**src/rtl/hpdl_write_scheduler_if.sv**
```systemverilog
// Host character handshake plus HPDL-1414 display bus of hpdl_write_scheduler.
// The master side is the host/board; the slave side is the scheduler.
interface hpdl_write_scheduler_if;
    logic       i_char_valid;
    logic [7:0] i_char_data;
    logic       o_char_ready;
    logic [3:0] o_cursor;
    logic       o_busy;
    logic [6:0] HPDL_D;
    logic [1:0] HPDL_A;
    logic [3:0] HPDL_WR_N;

    modport master (
        output i_char_valid, i_char_data,
        input  o_char_ready, o_cursor, o_busy, HPDL_D, HPDL_A, HPDL_WR_N
    );

    modport slave (
        input  i_char_valid, i_char_data,
        output o_char_ready, o_cursor, o_busy, HPDL_D, HPDL_A, HPDL_WR_N
    );
endinterface

```
**src/rtl/hpdl_write_scheduler.sv**
```systemverilog
// Owns the 16-character HPDL-1414 text buffer and schedules synchronous display writes
// from a dirty map. Optional blinking caret: define HPDL_CARET_EN.
module hpdl_write_scheduler #(
    parameter int unsigned SETUP_CYC = 4,
    parameter int unsigned PULSE_CYC = 8,
    parameter int unsigned HOLD_CYC  = 4,
    parameter int unsigned BLINK_W   = 23
) (
    input  logic                   CLK,
    input  logic                   RST_N,
    hpdl_write_scheduler_if.slave  bus
);

    typedef enum logic [1:0] {
        ST_IDLE,
        ST_SETUP,
        ST_STROBE,
        ST_HOLD
    } wr_state_t;

    localparam logic [7:0] SETUP_LD = 8'(SETUP_CYC - 1);
    localparam logic [7:0] PULSE_LD = 8'(PULSE_CYC - 1);
    localparam logic [7:0] HOLD_LD  = 8'(HOLD_CYC - 1);

    logic [6:0]  buffer_q [16];
    logic [15:0] dirty_q;
    logic [3:0]  cursor_q;
    logic [3:0]  scan_q;
    logic [3:0]  clear_idx_q;
    logic        clearing_q;
    logic        ready_q;
    wr_state_t   state_q;
    logic [7:0]  cnt_q;
    logic [1:0]  disp_q;
    logic [3:0]  wr_n_q;
    logic [6:0]  d_q;
    logic [1:0]  a_q;

    logic [7:0]  code;
    logic        accept;
    logic        printable;
    logic        buf_we;
    logic [3:0]  buf_idx;
    logic [6:0]  buf_val;
    logic [3:0]  cursor_nxt;
    logic        start_clear;
    logic [15:0] set_mask;
    logic [15:0] clr_mask;
    logic        found;
    logic [3:0]  sel_idx;
    logic [3:0]  cand;
    logic [6:0]  glyph;
    logic        caret_phase;
    logic        blink_wrap;

`ifdef HPDL_CARET_EN
    localparam bit CARET_EN = 1'b1;
    logic [BLINK_W-1:0] blink_q;

    always_ff @(posedge CLK or negedge RST_N) begin
        if (!RST_N) begin
            blink_q <= '0;
        end else begin
            blink_q <= blink_q + BLINK_W'(1);
        end
    end

    assign caret_phase = blink_q[BLINK_W-1];
    assign blink_wrap  = &blink_q[BLINK_W-2:0];
`else
    localparam bit CARET_EN = 1'b0;
    assign caret_phase = 1'b0;
    assign blink_wrap  = 1'b0;
`endif

    assign code      = bus.i_char_data;
    assign accept    = bus.i_char_valid & ready_q;
    assign printable = ((code >= 8'h20) && (code <= 8'h5F)) ||
                       ((code >= 8'h61) && (code <= 8'h7A));

    // Single buffer write port shared by the CLEAR sweep and host characters.
    always_comb begin
        buf_we      = 1'b0;
        buf_idx     = cursor_q;
        buf_val     = 7'h20;
        cursor_nxt  = cursor_q;
        start_clear = 1'b0;
        if (clearing_q) begin
            buf_we  = 1'b1;
            buf_idx = clear_idx_q;
            if (clear_idx_q == 4'd15) begin
                cursor_nxt = 4'd0;
            end
        end else if (accept) begin
            if (printable) begin
                buf_we     = 1'b1;
                buf_val    = (code >= 8'h61) ? (code[6:0] - 7'h20) : code[6:0];
                cursor_nxt = (cursor_q == 4'd15) ? 4'd15 : cursor_q + 4'd1;
            end else if (code == 8'h08) begin
                if (cursor_q != 4'd0) begin
                    buf_we     = 1'b1;
                    buf_idx    = cursor_q - 4'd1;
                    cursor_nxt = cursor_q - 4'd1;
                end
            end else if (code == 8'h0D) begin
                cursor_nxt = 4'd0;
            end else if (code == 8'h0C) begin
                start_clear = 1'b1;
            end
        end

        set_mask = buf_we ? (16'h0001 << buf_idx) : 16'h0000;
        if (CARET_EN && (cursor_nxt != cursor_q)) begin
            set_mask = set_mask | (16'h0001 << cursor_q) | (16'h0001 << cursor_nxt);
        end
        if (blink_wrap) begin
            set_mask = set_mask | (16'h0001 << cursor_nxt);
        end
    end

    // Round-robin pick of the first dirty position at or after the scan pointer.
    always_comb begin
        found   = 1'b0;
        sel_idx = scan_q;
        cand    = scan_q;
        for (int k = 0; k < 16; k++) begin
            cand = scan_q + 4'(k);
            if (!found && dirty_q[cand]) begin
                found   = 1'b1;
                sel_idx = cand;
            end
        end
        glyph    = (caret_phase && (sel_idx == cursor_q)) ? 7'h5F : buffer_q[sel_idx];
        clr_mask = ((state_q == ST_IDLE) && found) ? (16'h0001 << sel_idx) : 16'h0000;
    end

    // Set is applied after clear so a host write racing the FSM pick is rewritten.
    always_ff @(posedge CLK or negedge RST_N) begin
        if (!RST_N) begin
            for (int i = 0; i < 16; i++) begin
                buffer_q[i] <= 7'h20;
            end
            dirty_q     <= 16'hFFFF;
            cursor_q    <= 4'd0;
            clear_idx_q <= 4'd0;
            clearing_q  <= 1'b0;
            ready_q     <= 1'b0;
        end else begin
            if (buf_we) begin
                buffer_q[buf_idx] <= buf_val;
            end
            dirty_q  <= (dirty_q & ~clr_mask) | set_mask;
            cursor_q <= cursor_nxt;
            ready_q  <= ~(start_clear | (clearing_q & (clear_idx_q != 4'd15)));
            if (start_clear) begin
                clearing_q  <= 1'b1;
                clear_idx_q <= 4'd0;
            end else if (clearing_q) begin
                clear_idx_q <= clear_idx_q + 4'd1;
                if (clear_idx_q == 4'd15) begin
                    clearing_q <= 1'b0;
                end
            end
        end
    end

    always_ff @(posedge CLK or negedge RST_N) begin
        if (!RST_N) begin
            state_q <= ST_IDLE;
            scan_q  <= 4'd0;
            cnt_q   <= 8'd0;
            disp_q  <= 2'd0;
            wr_n_q  <= 4'b1111;
            d_q     <= 7'h20;
            a_q     <= 2'b11;
        end else begin
            case (state_q)
                ST_IDLE: begin
                    if (found) begin
                        d_q     <= glyph;
                        a_q     <= ~sel_idx[1:0];
                        disp_q  <= sel_idx[3:2];
                        scan_q  <= sel_idx + 4'd1;
                        cnt_q   <= SETUP_LD;
                        state_q <= ST_SETUP;
                    end
                end
                ST_SETUP: begin
                    if (cnt_q == 8'd0) begin
                        wr_n_q  <= ~(4'b0001 << disp_q);
                        cnt_q   <= PULSE_LD;
                        state_q <= ST_STROBE;
                    end else begin
                        cnt_q <= cnt_q - 8'd1;
                    end
                end
                ST_STROBE: begin
                    if (cnt_q == 8'd0) begin
                        wr_n_q  <= 4'b1111;
                        cnt_q   <= HOLD_LD;
                        state_q <= ST_HOLD;
                    end else begin
                        cnt_q <= cnt_q - 8'd1;
                    end
                end
                ST_HOLD: begin
                    if (cnt_q == 8'd0) begin
                        state_q <= ST_IDLE;
                    end else begin
                        cnt_q <= cnt_q - 8'd1;
                    end
                end
                default: begin
                    wr_n_q  <= 4'b1111;
                    state_q <= ST_IDLE;
                end
            endcase
        end
    end

    assign bus.o_char_ready = ready_q;
    assign bus.o_cursor     = cursor_q;
    assign bus.o_busy       = (state_q != ST_IDLE) | (|dirty_q);
    assign bus.HPDL_D       = d_q;
    assign bus.HPDL_A       = a_q;
    assign bus.HPDL_WR_N    = wr_n_q;

endmodule

```
**src/flat_wrapper.sv**
```systemverilog
// flat-port wrapper written by rule: the top's interface ports become plain ports
module hpdl_write_scheduler_flat 
#(
    parameter int unsigned SETUP_CYC = 4,
    parameter int unsigned PULSE_CYC = 8,
    parameter int unsigned HOLD_CYC  = 4,
    parameter int unsigned BLINK_W   = 23
)
  (CLK, RST_N, bus_i_char_valid, bus_i_char_data, bus_o_char_ready, bus_o_cursor, bus_o_busy, bus_HPDL_D, bus_HPDL_A, bus_HPDL_WR_N);
  hpdl_write_scheduler_if bus_i ();
  input  logic CLK;
  input  logic RST_N;
  input wire logic [$bits(bus_i.i_char_valid)-1:0] bus_i_char_valid;
  input wire logic [$bits(bus_i.i_char_data)-1:0] bus_i_char_data;
  output wire logic [$bits(bus_i.o_char_ready)-1:0] bus_o_char_ready;
  output wire logic [$bits(bus_i.o_cursor)-1:0] bus_o_cursor;
  output wire logic [$bits(bus_i.o_busy)-1:0] bus_o_busy;
  output wire logic [$bits(bus_i.HPDL_D)-1:0] bus_HPDL_D;
  output wire logic [$bits(bus_i.HPDL_A)-1:0] bus_HPDL_A;
  output wire logic [$bits(bus_i.HPDL_WR_N)-1:0] bus_HPDL_WR_N;
  assign bus_i.i_char_valid = bus_i_char_valid;
  assign bus_i.i_char_data = bus_i_char_data;
  assign bus_o_char_ready = bus_i.o_char_ready;
  assign bus_o_cursor = bus_i.o_cursor;
  assign bus_o_busy = bus_i.o_busy;
  assign bus_HPDL_D = bus_i.HPDL_D;
  assign bus_HPDL_A = bus_i.HPDL_A;
  assign bus_HPDL_WR_N = bus_i.HPDL_WR_N;
  hpdl_write_scheduler #(.SETUP_CYC(SETUP_CYC), .PULSE_CYC(PULSE_CYC), .HOLD_CYC(HOLD_CYC), .BLINK_W(BLINK_W)) u_core (.CLK(CLK), .RST_N(RST_N), .bus(bus_i));
endmodule
```
**config.mk**
```make
export PLATFORM = sky130hd
export DESIGN_NAME = hpdl_write_scheduler_flat
export DESIGN_NICKNAME = d
export VERILOG_FILES = /design/src/rtl/hpdl_write_scheduler_if.sv /design/src/rtl/hpdl_write_scheduler.sv /design/src/flat_wrapper.sv
export SDC_FILE = /design/constraint.sdc
export NUM_CORES = 1
export LEC_CHECK = 0
export CAP_MARGIN = 5
export CELL_PAD_IN_SITES_DETAIL_PLACEMENT = 0
export CELL_PAD_IN_SITES_GLOBAL_PLACEMENT = 1
export CORE_MARGIN = 3
export CORE_UTILIZATION = 55
export DETAILED_ROUTE_END_ITERATION = 10
export PLACE_DENSITY = 0.91
export SLEW_MARGIN = 10
export SYNTH_ARGS = -nofsm -noshare
export SYNTH_HDL_FRONTEND = slang
export SYNTH_SLANG_ARGS = --single-unit
```
**constraint.sdc**
```tcl
create_clock -name CLK -period 12.1 [get_ports CLK]
set_input_delay 1.815 -clock CLK [delete_from_list [all_inputs] [get_ports CLK]]
set_output_delay 1.815 -clock CLK [all_outputs]
set_load 0.01 [all_outputs]
```
==> results of run 1 <==
==> cell usage in the layout (no fill, tap or decap), drive strengths merged, types with 9 or more instances in the layout <==
master and count:
mux2 143, mux4 31, dfstp 39, nor2b 11, inv 40, nand3 22
and2 11, clkbuf 17, a211oi 15, a21oi 40, nor2 64, mux2i 87
o22ai 9, clkdlybuf4s50 28, nor3 16, nand2b 9, o21ai 36, xor2 9
dfrtp 128, nand2 83, a22oi 12, buf 11, ha 17, xnor2 12
==> worst max path at each step <==
stage	start	to	slack (ps)
2_1_floorplan	u_core.scan_q[1]$_DFFE_PN0P_	u_core.bus.HPDL_D[0]$_DFFE_PN0P_	7080
3_3_place_gp	u_core.scan_q[1]$_DFFE_PN0P_	u_core.bus.HPDL_D[0]$_DFFE_PN0P_	5970
3_5_place_dp	u_core.scan_q[1]$_DFFE_PN0P_	u_core.bus.HPDL_D[0]$_DFFE_PN0P_	5860
4_1_cts	u_core.scan_q[1]$_DFFE_PN0P_	u_core.bus.HPDL_D[0]$_DFFE_PN0P_	5800
5_1_grt	u_core.scan_q[1]$_DFFE_PN0P_	u_core.bus.HPDL_D[0]$_DFFE_PN0P_	5350
6_report	u_core.scan_q[1]$_DFFE_PN0P_	u_core.bus.HPDL_D[0]$_DFFE_PN0P_	5750
==> registers in the layout, indices dropped and copies added, names as in the netlist <==
signal and flops:
u_core.bus.o_char_ready 1, u_core.clear_idx_q 4, u_core.bus.HPDL_D 7, u_core.bus.o_cursor 4, u_core.cnt_q 8, u_core.bus.HPDL_WR_N 4
u_core.bus.HPDL_A 2, u_core.scan_q 4, u_core.dirty_q 16, u_core.state_q 2, u_core.buffer_q 112, u_core.clearing_q 1
u_core.disp_q 2
==> worst min-delay path: cells and delay by family, from the launching register on <==
kind / cells / cell delay [ps]
AND/OR/NAND/NOR: 1 / 40
AO/OA/AOI/OAI: 1 / 60
flip-flops: 1 / 370
==> metrics by stage <==
stage | hold slack, ps | setup WS, ps
final | 476.2 | 5752
after global routing | 511.9 | 5346
after CTS | 480.8 | 5800
after detailed placement | 470.2 | 5863
after global placement | 465.6 | 5965
after floorplan | 470.4 | 7084
==> layout make-up <==
cell class,instances,share of cell area
clock buffer,17,0.03625
clock inverter,15,0.01279
timing repair buffer,39,0.03124
multi-input combinational,732,0.5215
sequential,167,0.3602
inverter,32,0.01023
tap,260,0.02772
==> cell families (layout without fill, tap and decap cells) <==
| family | count (synthesis) | in the layout | synth area share |
|---|---|---|---|
| adder cells (fa/ha/maj) | 17 | 17 | 0.01987 |
| buffers and inverters | 79 | 103 | 0.03471 |
| AO/OA/AOI/OAI | 176 | 176 | 0.1157 |
| AND/OR/NAND/NOR | 257 | 257 | 0.1182 |
| flip-flops | 167 | 167 | 0.3949 |
| multiplexers | 261 | 261 | 0.2980 |
| XOR/XNOR | 21 | 21 | 0.01858 |
==> cell usage after synthesis (6+ instances only) <==
master	n
mux2_2	134
dfrtp_1	128
mux2i_1	86
nand2_1	82
nor2_1	63
a21oi_1	40
dfstp_2	39
mux4_2	31
o21ai_0	31
inv_1	29
clkbuf_1	27
nand3_1	22
ha_1	17
nor3_1	16
a22oi_1	12
xnor2_1	12
buf_2	11
nor2b_1	11
a211oi_1	9
nand2b_1	9
o22ai_1	9
nor4_1	8
mux2_1	7
xor2_1	7
a211oi_2	6
and2_1	6
or3_1	6
==> power breakdown <==
group | total, mW | internal [mW] | switching (mW)
Clock | 0.525 | 0.275 | 0.250
Combinational | 0.285 | 0.125 | 0.160
Sequential | 0.649 | 0.611 | 0.0386
Total | 1.46 | 1.01 | 0.448
==> routing by layer <==
metal | share of wire | global-route usage
met1 | 0.43 | 0.3208
met4 | 0.029 | 0.1011
met3 | 0.041 | 0.03270
met5 | 0 | 0
met2 | 0.50 | 0.4176
==> impl_metrics.csv, run 1 <==
group,metric,value,unit
outcome,status,"completed",
cts,cts_made_buffers,17,
critical_path,timing.rr.start,"u_core.scan_q[1]$_DFFE_PN0P_",
sta,worst_slew_pin_slew,1115,ps
routing,route.detailed.drc,0,
yosys,syn_area,10710,sq um
final_layout,area_growth_syn_to_layout,9.631,%
hold_path,worstHoldPathType,"reg -> reg",
critical_path,worstPathCellList,"buf_4 > clkinv_1 > ha_1 > mux4_2 > mux2_2 > mux2i_1 > nand3_1 > nand3b_4 > o32a_2 > nor2_4 > buf_4 > mux2_4 > a211o_1 > a221oi_2 > a311oi_1",
sta,setup_tns,0,ps
routing,drtAntennaViolNets,0,
critical_path,cp_num_cells,15,
cts,worstSkewPairLatency,430,ps
yosys,synth_top_area_frac,0.2992,
critical_path,cpLargestDelayFamily,"multiplexers",
grt,antenna_found_initial,0,
final_layout,final_cells,1262,
sta,slew_headroom,0.2569,
yosys,synthTopCellsByArea,"dfrtp_1 (30%), mux2_2 (14%), dfstp_2 (9.6%), mux2i_1 (8.0%), mux4_2 (6.5%)",
cts,cts_tree,"yes",
cts,post_cts_buffers,0,
placement,gp_congestion,0.9553,
floorplan,fp.dieH,145.5,microns
floorplan,rows,50,
final_layout,antenna_cells_inserted,0,
run,cap_violations,0,
yosys,ys_ff_latch,167,
sta,post-route-period-util,0.5246,
grt,first_global_vias,7831,
critical_path,start_kind,"flop",
final_layout,fillCellCount,1569,
placement,placed_cell_area,11160,sq um
cts,path_clk_slew,80,ps
floorplan,die_x,145.5,microns
critical_path,worstPathRequired,12350,ps
cts,cts.htree.levels,4,
routing,wl_per_cell,20.48,microns
final_layout,post-route-util,0.6212,
floorplan,start_util,0.5666,
critical_path,cp.arrival,6590,ps
cts,clock_sinks,167,
grt,grt_pass1_wl,41.90,mm
yosys,ys.flop_type,"dfrtp_1",
yosys,yosysWarnings,0,
yosys,synth.net_count,1006,
power_and_ir_drop,ir_worst_vdd,0.1019,mV
grt,grt-ovfl-total,0,
sta,finalHoldViolCount,0,
sta,fmax,0.1575,GHz
yosys,synthDistinctLibCells,83,
cts,root_buffer,"clkbuf_16",
cts,cts_resized,0,
grt,grtUsageTotal,0.2461,
floorplan,die-area,21170,sq um
sta,finClkSkew,13.71,ps
critical_path,critPathKind,"reg -> reg",
routing,routed_wl,25.85,mm
hold_path,whs_path_depth,2,
cts,clockBufferDepth,2,
sta,rsz0062_at_grt,"false",
routing,vias_per_cell,6.268,
critical_path,rr_endpoint,"u_core.bus.HPDL_D[0]$_DFFE_PN0P_",
routing,firstDrtPassIters,6,
placement,dp_cells,1230,
floorplan,coreArea,18890,sq um
final_layout,multi_input_area,6121,sq um
sta,layout_min_cycle_time,6348,ps
critical_path,end_kind,"flop",
sta,slew_viol_final,0,
yosys,synth_area_leader_cell,"dfrtp_1",
yosys,synthArstFlopShare,1.000,
critical_path,crit_path_frequent_cell,"buf_4",
cts,holdBufCountCts,0,
final_layout,ff_latch_area,4228,sq um
yosys,synth-edff-count,0,
routing,detailroute.via_count,7910,
critical_path,cp_max_fo,50,
yosys,syn-mean-instance-area,10.95,sq um
power_and_ir_drop,powerDensity,124.4,nW/um^2
critical_path,critPathMaxStageDelay,1020,ps
final_layout,nets,1017,
sta,finalSetupViolCount,0,
critical_path,rrSetupSlack,5750,ps
power_and_ir_drop,leakagePower,5.251,nW
routing,drtIter0Drc,542,
power_and_ir_drop,p_total,1.460,mW
floorplan,pin_count,30,
placement,io_buffers,29,
grt,grt_max_degree,86,
yosys,seq_area_frac_synth,0.3949,
final_layout,final_cell_area,11740,sq um
placement,detailedPlacementHpwl,17.68,mm
critical_path,critPathSlowestCell,"ha_1",
critical_path,rr_worst_depth,15,
hold_path,whs_endpoint,"u_core.bus.HPDL_WR_N[3]$_DFFE_PN1P_",
yosys,synthCells,978,
final_layout,drive_gt1_frac,0.2735,
critical_path,path_buf_inv,3,
hold_path,min_from,"u_core.bus.HPDL_WR_N[3]$_DFFE_PN1P_",
No activity file was read; power rests on OpenSTA's default activity.
==> inputs of run 2 (changes only) <==
--- a/config.mk
+++ b/config.mk
@@ -9,9 +9,9 @@
 export CELL_PAD_IN_SITES_DETAIL_PLACEMENT = 0
 export CELL_PAD_IN_SITES_GLOBAL_PLACEMENT = 1
 export CORE_MARGIN = 3
-export CORE_UTILIZATION = 55
+export CORE_UTILIZATION = 51
 export DETAILED_ROUTE_END_ITERATION = 10
-export PLACE_DENSITY = 0.91
+export PLACE_DENSITY = 0.85
 export SLEW_MARGIN = 10
 export SYNTH_ARGS = -nofsm -noshare
 export SYNTH_HDL_FRONTEND = slang
==> constraint.sdc (replaced) <==
create_clock -name CLK -period 6.2 [get_ports CLK]
set_input_delay 0.93 -clock CLK [delete_from_list [all_inputs] [get_ports CLK]]
set_output_delay 0.93 -clock CLK [all_outputs]
set_load 0.01 [all_outputs]
==> impl_metrics.csv, run 2 (synthesis gave the netlist of run 1 again) <==
group,metric,value,unit
critical_path,timing.rr.start,"u_core.scan_q[2]$_DFFE_PN0P_",
critical_path,rr_worst_depth,14,
sta,fmax,0.1737,GHz
cts,post_cts_buffers,0,
floorplan,fp.dieH,150.9,microns
cts,cts.htree.levels,4,
placement,placed_cell_area,11210,sq um
routing,vias_per_cell,6.198,
critical_path,critPathSlowestCell,"dfrtp_1",
critical_path,start_kind,"flop",
sta,finalSetupViolCount,0,
critical_path,critPathMaxStageDelay,920,ps
routing,routed_wl,26.77,mm
sta,finalHoldViolCount,0,
final_layout,final_common_cell,"mux2_2",
placement,detailedPlacementHpwl,18.84,mm
critical_path,worstPathCellList,"clkinv_1 > ha_1 > a21boi_0 > xor2_1 > mux4_2 > a21oi_1 > o21ai_0 > a21oi_1 > o21ai_1 > xnor2_2 > nor2_1 > a22o_1 > a221oi_2 > o221a_1",
final_layout,layout_common_cells,"mux2_2 (134), dfrtp_1 (128), mux2i_1 (86)",
final_layout,area_growth_syn_to_layout,9.899,%
power_and_ir_drop,powerDensity,241.8,nW/um^2
final_layout,largest_reg_flops,112,
hold_path,whs_path_depth,2,
critical_path,cp.arrival,6120,ps
cts,worstSkewPairLatency,440,ps
sta,slew_headroom,0.2313,
routing,drtIter0Drc,460,
critical_path,cp_max_fo,20,
final_layout,regMostFlops,"u_core.buffer_q",
grt,grt_max_degree,105,
cts,path_clk_slew,80,ps
cts,cts_resized,0,
grt,grt_pass1_wl,43.18,mm
final_layout,antenna_cells_inserted,0,
sta,post-route-period-util,0.9284,
run,cap_violations,0,
critical_path,worstPathRequired,6570,ps
grt,first_global_vias,7894,
floorplan,rows,52,
outcome,status,"completed",
floorplan,pin_count,30,
final_layout,drive_gt1_frac,0.2759,
critical_path,rrSetupSlack,440,ps
sta,finClkSkew,15.10,ps
hold_path,min_from,"u_core.bus.HPDL_WR_N[3]$_DFFE_PN1P_",
routing,route.detailed.drc,0,
cts,clockBufferDepth,2,
critical_path,rr_endpoint,"u_core.bus.HPDL_D[3]$_DFFE_PN0P_",
grt,grtUsageTotal,0.2431,
floorplan,die-area,22760,sq um
cts,cts_tree,"yes",
sta,layout_min_cycle_time,5756,ps
grt,antenna_found_initial,0,
sta,worst_slew_pin_slew,1153,ps
sta,slew_viol_final,0,
critical_path,crit_path_frequent_cell,"a21oi_1",
critical_path,end_kind,"flop",
routing,drtAntennaViolNets,0,
cts,cts_made_buffers,17,
cts,clock_sinks,167,
placement,pre_cts_slack,636.9,ps
sta,setup_tns,0,ps
final_layout,post-route-util,0.5759,
placement,io_buffers,29,
final_layout,final_cell_area,11770,sq um
grt,grt-ovfl-total,0,
sta,hold_slack,485.3,ps
sta,worst_slack,443.9,ps
critical_path,crit_start,"u_core.scan_q[2]$_DFFE_PN0P_",
critical_path,critPathKind,"reg -> reg",
hold_path,whs_endpoint,"u_core.bus.HPDL_WR_N[3]$_DFFE_PN1P_",
floorplan,start_util,0.5240,
final_layout,nets,1019,
routing,detailroute.via_count,7896,
floorplan,die_x,150.9,microns
power_and_ir_drop,ir_worst_vdd,0.1919,mV
power_and_ir_drop,leakagePower,5.262,nW
placement,gp_congestion,0.9502,
hold_path,worstHoldPathType,"reg -> reg",
routing,firstDrtPassIters,5,
routing,wl_per_cell,21.01,microns
cts,root_buffer,"clkbuf_16",
final_layout,largestRegisters,"u_core.buffer_q x112, u_core.dirty_q x16, u_core.cnt_q x8",
floorplan,coreArea,20430,sq um
sta,rsz0062_at_grt,"false",
cts,holdBufCountCts,0,
## run 2: changes by cell type in the layout (fill, tap and decap cells not counted), sizes merged
cell,delta
buf,+2
clkinv,-1
clkinvlp,+1
## run 2: metal layers
metal | global-route usage | wire (microns) | vias up
li1 | - | - | 3641
met1 | 0.3272 | 11670 | 3987
met2 | 0.4021 | 13160 | 211
met3 | 0.03860 | 1207 | 57
met4 | 0.08432 | 729 | 0
met5 | 0 | 0 | -
## run 2: worst max-delay path: cells and delay by family (launching register included)
kind / cells / cell delay (ps)
mux: 1 / 440
flops: 1 / 920
simple gates: 1 / 390
compound gates: 8 / 1610
xor+xnor: 2 / 1300
fa+ha+maj: 1 / 380
buf+inv: 1 / 650
## run 2: report_power, final
part	total, mW	switching, mW	internal (mW)
clock	1.01	0.480	0.530
combinational	0.567	0.319	0.249
sequential	1.27	0.0757	1.19
## run 2: cell type report
| cell class | instances | area (sq um) |
|---|---|---|
| sequential | 167 | 4228 |
| clock buffer | 17 | 425.4 |
| clock inverter | 15 | 133.9 |
| multi-input combinational | 732 | 6126 |
| timing repair buffer | 41 | 394.1 |
| fill | 1792 | 8665 |
| tap | 270 | 337.8 |
| inverter | 32 | 120.1 |
## run 2: per-stage QoR
step,instances,power [mW]
2_1_floorplan,978,1.673
3_3_place_gp,1242,1.844
3_5_place_dp,1242,1.849
4_1_cts,1274,2.863
5_1_grt,1274,2.968
6_report,1274,2.845
## run 2: how the worst max path moves through the flow
stage,end,slack (ps),depth (start not counted)
2_1_floorplan,u_core.bus.HPDL_D[0]$_DFFE_PN0P_,1180,17
3_3_place_gp,u_core.bus.HPDL_D[5]$_DFFE_PN1P_,610,14
3_5_place_dp,u_core.bus.HPDL_D[5]$_DFFE_PN1P_,640,14
4_1_cts,u_core.bus.HPDL_D[3]$_DFFE_PN0P_,570,14
5_1_grt,u_core.bus.HPDL_D[6]$_DFFE_PN0P_,110,14
6_report,u_core.bus.HPDL_D[3]$_DFFE_PN0P_,440,14
==> inputs of run 3 (changes only) <==
--- a/config.mk
+++ b/config.mk
@@ -9,9 +9,9 @@
 export CELL_PAD_IN_SITES_DETAIL_PLACEMENT = 0
 export CELL_PAD_IN_SITES_GLOBAL_PLACEMENT = 1
 export CORE_MARGIN = 3
-export CORE_UTILIZATION = 51
+export CORE_UTILIZATION = 40
 export DETAILED_ROUTE_END_ITERATION = 10
-export PLACE_DENSITY = 0.85
+export PLACE_DENSITY = 0.7
 export SLEW_MARGIN = 10
 export SYNTH_ARGS = -nofsm -noshare
 export SYNTH_HDL_FRONTEND = slang
==> impl_metrics.csv, run 3 (synthesis gave the netlist of run 1 again) <==
group,metric,value,unit
outcome,status,"completed",
critical_path,timing.rr.start,"u_core.scan_q[2]$_DFFE_PN0P_",
cts,path_clk_slew,70,ps
final_layout,area_growth_syn_to_layout,11.19,%
sta,slew_viol_final,0,
routing,drtAntennaViolNets,0,
routing,firstDrtPassIters,5,
critical_path,rr_endpoint,"u_core.bus.HPDL_D[3]$_DFFE_PN0P_",
cts,clockBufferDepth,2,
final_layout,largest_reg_flops,112,
cts,cts_made_buffers,17,
sta,slew_headroom,0.3239,
power_and_ir_drop,leakagePower,5.291,nW
critical_path,end_kind,"flop",
floorplan,start_util,0.4085,
cts,clock_sinks,167,
final_layout,layout_common_cells,"mux2_2 (134), dfrtp_1 (128), mux2i_1 (86)",
grt,grt_pass1_wl,44.41,mm
grt,grt_busiest_layer,"met2",
floorplan,die_x,169.6,microns
sta,setup_tns,0,ps
power_and_ir_drop,ir_worst_vdd,0.2448,mV
cts,cts_resized,0,
routing,detailroute.via_count,7840,
critical_path,start_kind,"flop",
placement,gp_congestion,0.8947,
routing,drtIter0Drc,592,
floorplan,fp.dieH,169.6,microns
grt,first_global_vias,7731,
critical_path,rrSetupSlack,710,ps
routing,route.detailed.drc,0,
critical_path,critPathMaxStageDelay,850,ps
grt,grt-ovfl-total,0,
sta,fmax,0.1820,GHz
grt,antenna_found_initial,0,
final_layout,drive_gt1_frac,0.2771,
critical_path,cpLargestDelayFamily,"multiplexers",
routing,routed_wl,27.32,mm
critical_path,critPathSlowestCell,"dfrtp_1",
final_layout,regMostFlops,"u_core.buffer_q",
cts,holdBufCountCts,0,
cts,post_cts_buffers,0,
sta,finalHoldViolCount,0,
final_layout,antenna_cells_inserted,0,
grt,grt_use_met1,0.2725,
sta,hold_slack,449.1,ps
sta,finClkSkew,13.16,ps
floorplan,die-area,28760,sq um
grt,grt_max_degree,81,
grt,grt_use_met2,0.3269,
critical_path,cp_max_fo,41,
final_layout,largestRegisters,"u_core.buffer_q x112, u_core.dirty_q x16, u_core.cnt_q x8",
critical_path,worstPathCellList,"clkinv_1 > ha_1 > mux2_2 > mux2i_1 > and4b_1 > nand3b_4 > o32a_2 > nor2_4 > buf_12 > mux4_2 > nand2_1 > nand3_1 > o221a_1",
power_and_ir_drop,powerDensity,242.3,nW/um^2
final_layout,final_common_cell,"mux2_2",
cts,cts.htree.levels,4,
routing,wl_per_cell,20.35,microns
critical_path,critPathKind,"reg -> reg",
sta,worst_slew_pin_slew,1014,ps
placement,detailedPlacementHpwl,19.42,mm
floorplan,pin_count,30,
placement,pre_cts_slack,798.4,ps
floorplan,coreArea,26210,sq um
grt,grtUsageTotal,0.1956,
sta,post-route-period-util,0.8861,
routing,vias_per_cell,5.842,
cts,root_buffer,"clkbuf_16",
critical_path,worstPathRequired,6510,ps
cts,worstSkewPairLatency,430,ps
grt,use_met3,0.01980,
critical_path,cp.arrival,5810,ps
cts,cts_tree,"yes",
sta,layout_min_cycle_time,5494,ps
final_layout,nets,1022,
critical_path,rr_worst_depth,13,
hold_path,worstHoldPathType,"in -> async",
sta,finalSetupViolCount,0,
sta,rsz0062_at_grt,"false",
run,cap_violations,0,
sta,worst_slack,706.3,ps
critical_path,path_buf_inv,2,
floorplan,rows,59,
placement,io_buffers,29,
run 3: per-stage QoR:
stage | instance area [sq um] | cells | power (mW) | util
5_1_grt | 11900 | 1342 | 3.028 | 0.4542
3_3_place_gp | 11300 | 1310 | 1.846 | 0.4314
6_report | 11900 | 1342 | 2.883 | 0.4542
2_1_floorplan | 10710 | 978 | 1.673 | -
3_5_place_dp | 11300 | 1310 | 1.851 | 0.4314
4_1_cts | 11900 | 1342 | 2.914 | 0.4542
run 3: power breakdown:
group	total (mW)	switching, mW	internal (mW)
Combinational	0.560	0.311	0.249
Sequential	1.27	0.0758	1.19
Clock	1.06	0.512	0.544
Total	2.88	0.899	1.98
run 3: worst max-delay path by stage:
stage | startpoint | endpoint | slack [ps] | cells after the start
2_1_floorplan | u_core.scan_q[1]$_DFFE_PN0P_ | u_core.bus.HPDL_D[0]$_DFFE_PN0P_ | 1180 | 17
3_3_place_gp | u_core.scan_q[2]$_DFFE_PN0P_ | u_core.bus.HPDL_D[3]$_DFFE_PN0P_ | 700 | 13
3_5_place_dp | u_core.scan_q[2]$_DFFE_PN0P_ | u_core.bus.HPDL_D[3]$_DFFE_PN0P_ | 800 | 13
4_1_cts | u_core.scan_q[2]$_DFFE_PN0P_ | u_core.bus.HPDL_D[3]$_DFFE_PN0P_ | 780 | 13
5_1_grt | u_core.scan_q[2]$_DFFE_PN0P_ | u_core.bus.HPDL_D[0]$_DFFE_PN0P_ | 340 | 13
6_report | u_core.scan_q[2]$_DFFE_PN0P_ | u_core.bus.HPDL_D[3]$_DFFE_PN0P_ | 710 | 13
run 3: layer usage:
metal	part of all wire	routed length (microns)
met5	0	0
met1	0.46	12700
met2	0.49	13300
met4	0.016	438
met3	0.032	884
run 3: final cells by class:
class,instances,area (sq um)
multi-input combinational,732,6121
fill,2456,14300
sequential,167,4228
clock inverter,15,172.7
inverter,32,120.1
clock buffer,17,425.4
timing repair buffer,44,416.7
tap,335,419.2
==> variant 1, RTL diff (settings of run 2) <==
Re-encode `wr_state_t` (4 states) as Gray code, 2 bits wide.
--- a/src/rtl/hpdl_write_scheduler.sv
+++ b/src/rtl/hpdl_write_scheduler.sv
@@ -12,10 +12,10 @@
 );
 
     typedef enum logic [1:0] {
-        ST_IDLE,
-        ST_SETUP,
-        ST_STROBE,
-        ST_HOLD
+        ST_IDLE   = 2'b00,
+        ST_SETUP  = 2'b01,
+        ST_STROBE = 2'b11,
+        ST_HOLD   = 2'b10
     } wr_state_t;
 
     localparam logic [7:0] SETUP_LD = 8'(SETUP_CYC - 1);
Function: no difference found for any inputs over 10 cycles, from zero or initial values and one cycle with RST_N low; not proved beyond that.
==> variant 1 against run 2 <==
Fmax rose by 12%; synthesized cell count fell by 6.3%; area after synthesis fell by 2.5%; power fell by 7.3%; global-route usage rose by 0.12 points; critical endpoint is now u_core.bus.HPDL_D[6]$_DFFE_PN0P_; sequential cell count did not move; cell count fell by 5.4%; setup slack improved by 610 ps; critical path type unchanged; count of clock-buffer cells in the layout rose by 2; design area fell by 1.8%; wire length fell by 2.2%; via count fell by 2.8%.
==> variant 1: results (changes against run 2) <==
Clock tree
  – Clk slew on worst S/H paths: 60 ps (-20 ps)
  – CTS root buffer: clkbuf_16
  – PostCTS Resize Cnt: 0 (unchanged)
  – CTS max path bufs: 2 (unchanged)
  – Worst-Skew Late Latency: 420 ps (-20 ps)

Logic synthesis
  – Post-Synthesis Cells: 916 (-6.3%)
  – Syn nets: 940 (-6.6%)
  – List of most frequent post-synthesis cells: mux2_2 (129), dfrtp_1 (128), nand2_1 (72), nor2_1 (55), mux4_2 (48)
  – Syn. warnings: 0 (unchanged)
  – Post-synthesis sequential area ratio: 40.5% (+1.0 points)
  – Synth top area cells: dfrtp_1 (31%), mux2_2 (14%), mux4_2 (10%)
  – Ys async rst share: 100% (unchanged)
  – Post-synthesis cell type count: 89 (+7.2%)

GRT
  – Initial antenna violation count: 0 (unchanged)
  – Met2 Resource Use GR: 39.7% (-0.50 points)
  – Vias in the first global route: 7767 (-1.6%)
  – M1 GR Usage: 33.3% (+0.61 points)
  – GR Util met3: 4.89% (+1.0 points)
  – Largest net degree at the start of global routing: 112 (+6.7%)
  – Total GRT Usage: 24.4% (+0.12 points)
  – First-pass GRT wire length: 42.7 mm (-1.1%)

Worst setup path
  – RR Startpoint: u_core.scan_q[2]$_DFFE_PN0P_
  – Critical path fanouts, max: 12 (-40%)
  – Reg2reg end: u_core.bus.HPDL_D[6]$_DFFE_PN0P_
  – CP startpoint kind: flop
  – Crit path DAT: 5450 ps (-670 ps)
  – FF-to-FF setup slack: 1060 ps (+610 ps)

Placement
  – Gp weighted congestion: 0.927 (-2.4%)
  – DP Worst Slack: 925 ps (+288 ps)
  – DP Area: 10900 sq um (-2.5%)
  – Post-DP HPWL: 18.4 mm (-2.5%)

Drt
  – Iter 0 DRT Violations: 552 (+20%)
  – Drt pass-1 iters: 5 (unchanged)
  – Routed wire length: 26.2 mm (-2.2%)
  – WL met2: 12.8 mm (-2.8%)
  – Met3 wire length: 1.22 mm (+1.4%)
  – Via count: 7672 (-2.8%)
  – Wl on met1: 11.6 mm (-0.75%)
  – Wire per inst: 21.7 um (+3.4%)

Worst hold path
  – Hold wc startpoint: u_core.bus.HPDL_WR_N[0]$_DFFE_PN1P_
  – Class of the worst hold path: reg2reg
  – WHS Path Cells: 2 (unchanged)
  – Hold Path End: u_core.bus.HPDL_WR_N[0]$_DFFE_PN1P_

STA
  – WHS: 481 ps (-3.86 ps)
  – Clock skew after layout: 10.6 ps (-4.46 ps)
  – Slew margin rel.: 34.6% (+11 points)
  – Crit path time final: 5140 ps (-613 ps)

Layout
  – Layout cell share with drive strength beyond 1: 31.2% (+3.6 points)
  – Fillcell total: 1654 (-7.7%)
  – Final layout net count: 951 (-6.7%)

Power
  – Power Internal: 1.95 mW (-0.86%)
  – Max VDD drop: 0.274 mV (+43%)
  – Pleak: 5.03 nW (-4.4%)

Outcome
  – Status: complete, no violations
variant 1: cell types whose count changed after synthesis, moves of 7 or more:
| cell | before | now |
|---|---|---|
| mux4_2 | 31 | 48 |
| nand3_1 | 22 | 36 |
| nor2_1 | 63 | 55 |
| a21oi_1 | 40 | 20 |
| buf_1 | 0 | 9 |
| nand2_1 | 82 | 72 |
| nand2b_1 | 9 | 16 |
| mux2_1 | 7 | 0 |
| a211oi_1 | 9 | 2 |
| mux2i_1 | 86 | 24 |
variant 1: cell type report:
type / count / area, sq um / area share (%)
Clock buffer: 19 / 433 / 3.75
Inverter: 28 / 110 / 0.953
Timing Repair Buffer: 47 / 427 / 3.69
Clock inverter: 13 / 186 / 1.61
Multi-Input combinational cell: 666 / 5840 / 50.5
Tap cell: 265 / 332 / 2.87
Sequential cell: 167 / 4230 / 36.6
variant 1: worst max-delay path, cell delays in order, from the launching register on:
cell	delay, ps
dfrtp_1	740
inv_2	250
ha_1	550
inv_1	220
mux2i_1	240
o211ai_1	520
o21ai_0	240
a221oi_2	390
o21ai_4	150
xnor2_4	390
buf_4	350
mux4_1	600
nand3_1	100
nand2_1	50
a211o_1	220
variant 1: kinds of logic (layout without fill, tap and decap cells):
kind of cell,count (synthesis),in the layout,share of synthesized area (%)
compound gates,155,155,10.3
simple gates,268,268,13.1
xor+xnor,20,20,2.07
buf+inv,83,107,3.75
flops,167,167,40.5
fa+ha+maj,13,13,1.56
mux,210,210,28.6
variant 1: power by group through the flow:
stage	clock (mW)	sequential [mW]	combinational [mW]
after floorplan	0	1.22	0.201
after global placement	0	1.24	0.292
after detailed placement	0	1.24	0.296
after CTS	1.12	1.23	0.297
after global routing	1.17	1.24	0.327
final	1.11	1.23	0.297
==> variant 2, RTL diff (settings of run 2) <==
Without the edit above. Add a define of `HPDL_CARET_EN`.
--- a/src/rtl/hpdl_write_scheduler.sv
+++ b/src/rtl/hpdl_write_scheduler.sv
@@ -1,5 +1,7 @@
 // Owns the 16-character HPDL-1414 text buffer and schedules synchronous display writes
 // from a dirty map. Optional blinking caret: define HPDL_CARET_EN.
+`define HPDL_CARET_EN
+
 module hpdl_write_scheduler #(
     parameter int unsigned SETUP_CYC = 4,
     parameter int unsigned PULSE_CYC = 8,
Check against the original RTL: no difference found for any inputs over 4 cycles, from zero or initial values and one cycle with RST_N low; that may be too few to reach the edited logic, so the function may still have changed.
==> variant 2 against run 2 <==
Design area rose by 13%; global-route usage rose by 3.0 points; largest cell class unchanged; setup slack improved by 56 ps; sequential cell count rose by 23; non-clock buffer count rose by 14; wire length rose by 29%; area after synthesis rose by 13%; power rose by 16%.
==> variant 2: results (changes against run 2) <==
STA
  – Slew margin rel.: 34.2% (+11 points)
  – Clock skew after layout: 13.4 ps (-1.72 ps)

Worst setup path
  – Crit path DAT: 5990 ps (-130 ps)
  – Cell family with most CP delay: compound AO/OA/AOI/OAI gates
  – Crit-path max cell delay: 530 ps (-390 ps)
  – Critical path fanouts, max: 45 (+130%)
  – CP max-delay cell: o22ai_1

Logic synthesis
  – Ys async rst share: 100% (unchanged)
  – Post-synthesis sequential area ratio: 39.7% (+0.17 points)
  – Most used DFF post-synth: dfrtp_1
  – List of most frequent post-synthesis cells: nand2_1 (201), dfrtp_1 (151), o21ai_0 (143), nor2_1 (81), clkbuf_1 (57)
  – Synth top area cells: dfrtp_1 (31%), dfstp_2 (8.5%), mux4_2 (6.5%)
  – Post-synthesis cell type count: 89 (+7.2%)
  – Syn. warnings: 0 (unchanged)

Drt
  – Drt pass-1 iters: 5 (unchanged)
  – Iter 0 DRT Violations: 1153 (+150%)
  – Vias per inst: 6.30 (+1.6%)
  – Routed wire length: 34.6 mm (+29%)

Power
  – Pleak: 5.60 nW (+6.5%)
  – Power Internal: 2.24 mW (+13%)
  – Max VDD drop: 0.178 mV (-7.1%)

Layout
  – Layout cell share with drive strength beyond 1: 16.3% (-11 points)
  – Top Registers: u_core.buffer_q x112, u_core.blink_q x23, u_core.dirty_q x16
  – Final layout net count: 1319 (+29%)
  – N_diodes: 0 (unchanged)

GRT
  – First-pass GRT wire length: 56.0 mm (+30%)
  – Largest net degree at the start of global routing: 78 (-26%)
  – Initial antenna violation count: 0 (unchanged)
  – Total GRT Usage: 27.3% (+3.0 points)
  – Met2 Resource Use GR: 43.8% (+3.5 points)
  – GR Util met3: 3.66% (-0.20 points)
  – Vias in the first global route: 9952 (+26%)
  – M1 GR Usage: 37.0% (+4.3 points)

Clock tree
  – CTS Buf Count: 17 (unchanged)
  – Setup Fix Bufs, Post-CTS: 0 (unchanged)
  – Clk slew on worst S/H paths: 80 ps (about the same)
  – H-Tree Depth: 4 (unchanged)
  – Worst-Skew Late Latency: 440 ps (about the same)
  – PostCTS Resize Cnt: 0 (unchanged)
  – CTS root buffer: clkbuf_16
  – CTS max path bufs: 2 (unchanged)

Placement
  – Number of port buffers: 29 (unchanged)
  – Gp weighted congestion: 0.961 (+1.1%)
  – Post-DP HPWL: 24.7 mm (+31%)

Outcome
  – Status: complete, no violations

Worst hold path
  – Class of the worst hold path: in2async
[variant 2: logic make-up (layout without fill, tap and decap cells)]
| family | count (synthesis) | in the layout | synth area share [%] |
|---|---|---|---|
| flip-flops | 190 | 190 | 39.7 |
| buffers and inverters | 111 | 121 | 3.84 |
| multiplexers | 137 | 137 | 15.5 |
| adder cells (fa/ha/maj) | 23 | 23 | 2.38 |
| AND/OR/NAND/NOR | 443 | 443 | 17.1 |
| XOR/XNOR | 44 | 44 | 3.18 |
| AO/OA/AOI/OAI | 340 | 340 | 18.3 |
[variant 2: final cells by class]
| cell class | instances | area, sq um |
|---|---|---|
| well taps | 313 | 392 |
| flip-flops and latches | 190 | 4800 |
| multi-input cells | 987 | 6860 |
| inverters | 34 | 133 |
| clock inverters | 15 | 168 |
| repair buffers | 55 | 489 |
| clock buffers | 17 | 425 |
| fillers | 2092 | 9710 |
[variant 2: through the flow]
step	setup slack (ps)	instances	hold WS (ps)	instance area, sq um	power (mW)
floorplan	756	1288	434	12100	1.98
global placement	492	1579	452	12700	2.20
detailed placement	425	1579	458	12700	2.22
CTS	419	1611	444	13300	3.30
global route	136	1611	466	13300	3.47
finish	500	1611	419	13300	3.30
[variant 2: worst reg2reg max path, cell delays in order, from the launching register on]
cell	delay [ps]
dfrtp_2	360
buf_4	500
ha_1	340
xor2_1	150
buf_4	230
mux4_2	370
o22ai_1	530
o211ai_2	310
nor4_4	500
nand3_1	160
a21oi_1	180
o22ai_1	150
a21boi_4	210
buf_4	410
buf_4	390
mux2i_1	240
nor2_1	50
a211oi_1	360
a221oi_1	130
[variant 2: final timing paths]
check | from | endpoint | slack (ps) | cells after the start
hold / removal | RST_N | u_core.blink_q[1]$_DFF_PN0_ | 420 | 1
max in group asynchronous | RST_N | u_core.scan_q[0]$_DFFE_PN0P_ | 4350 | 2
min in group CLK | u_core.blink_q[13]$_DFF_PN0_ | u_core.blink_q[13]$_DFF_PN0_ | 460 | 1
hold reg to reg | u_core.blink_q[13]$_DFF_PN0_ | u_core.blink_q[13]$_DFF_PN0_ | 460 | 1
setup / recovery | u_core.scan_q[0]$_DFFE_PN0P_ | u_core.bus.HPDL_D[2]$_DFFE_PN0P_ | 500 | 18
setup reg to reg | u_core.scan_q[0]$_DFFE_PN0P_ | u_core.bus.HPDL_D[2]$_DFFE_PN0P_ | 500 | 18
[variant 2: routing by layer]
metal / part of all wire [%] / up-vias
li1: - / 4718
met2: 47 / 430
met5: 0 / -
met1: 42 / 4900
met3: 6.1 / 95
met4: 4.6 / 0
[variant 2: power by group through the flow]
stage               Clock, mW  Sequential [mW]  Combinational [mW]
global route             1.16             1.62               0.685
finish                   1.09             1.59               0.610
global placement            0             1.61               0.593
CTS                      1.10             1.59               0.608
floorplan                   0             1.54               0.437
detailed placement          0             1.61               0.604
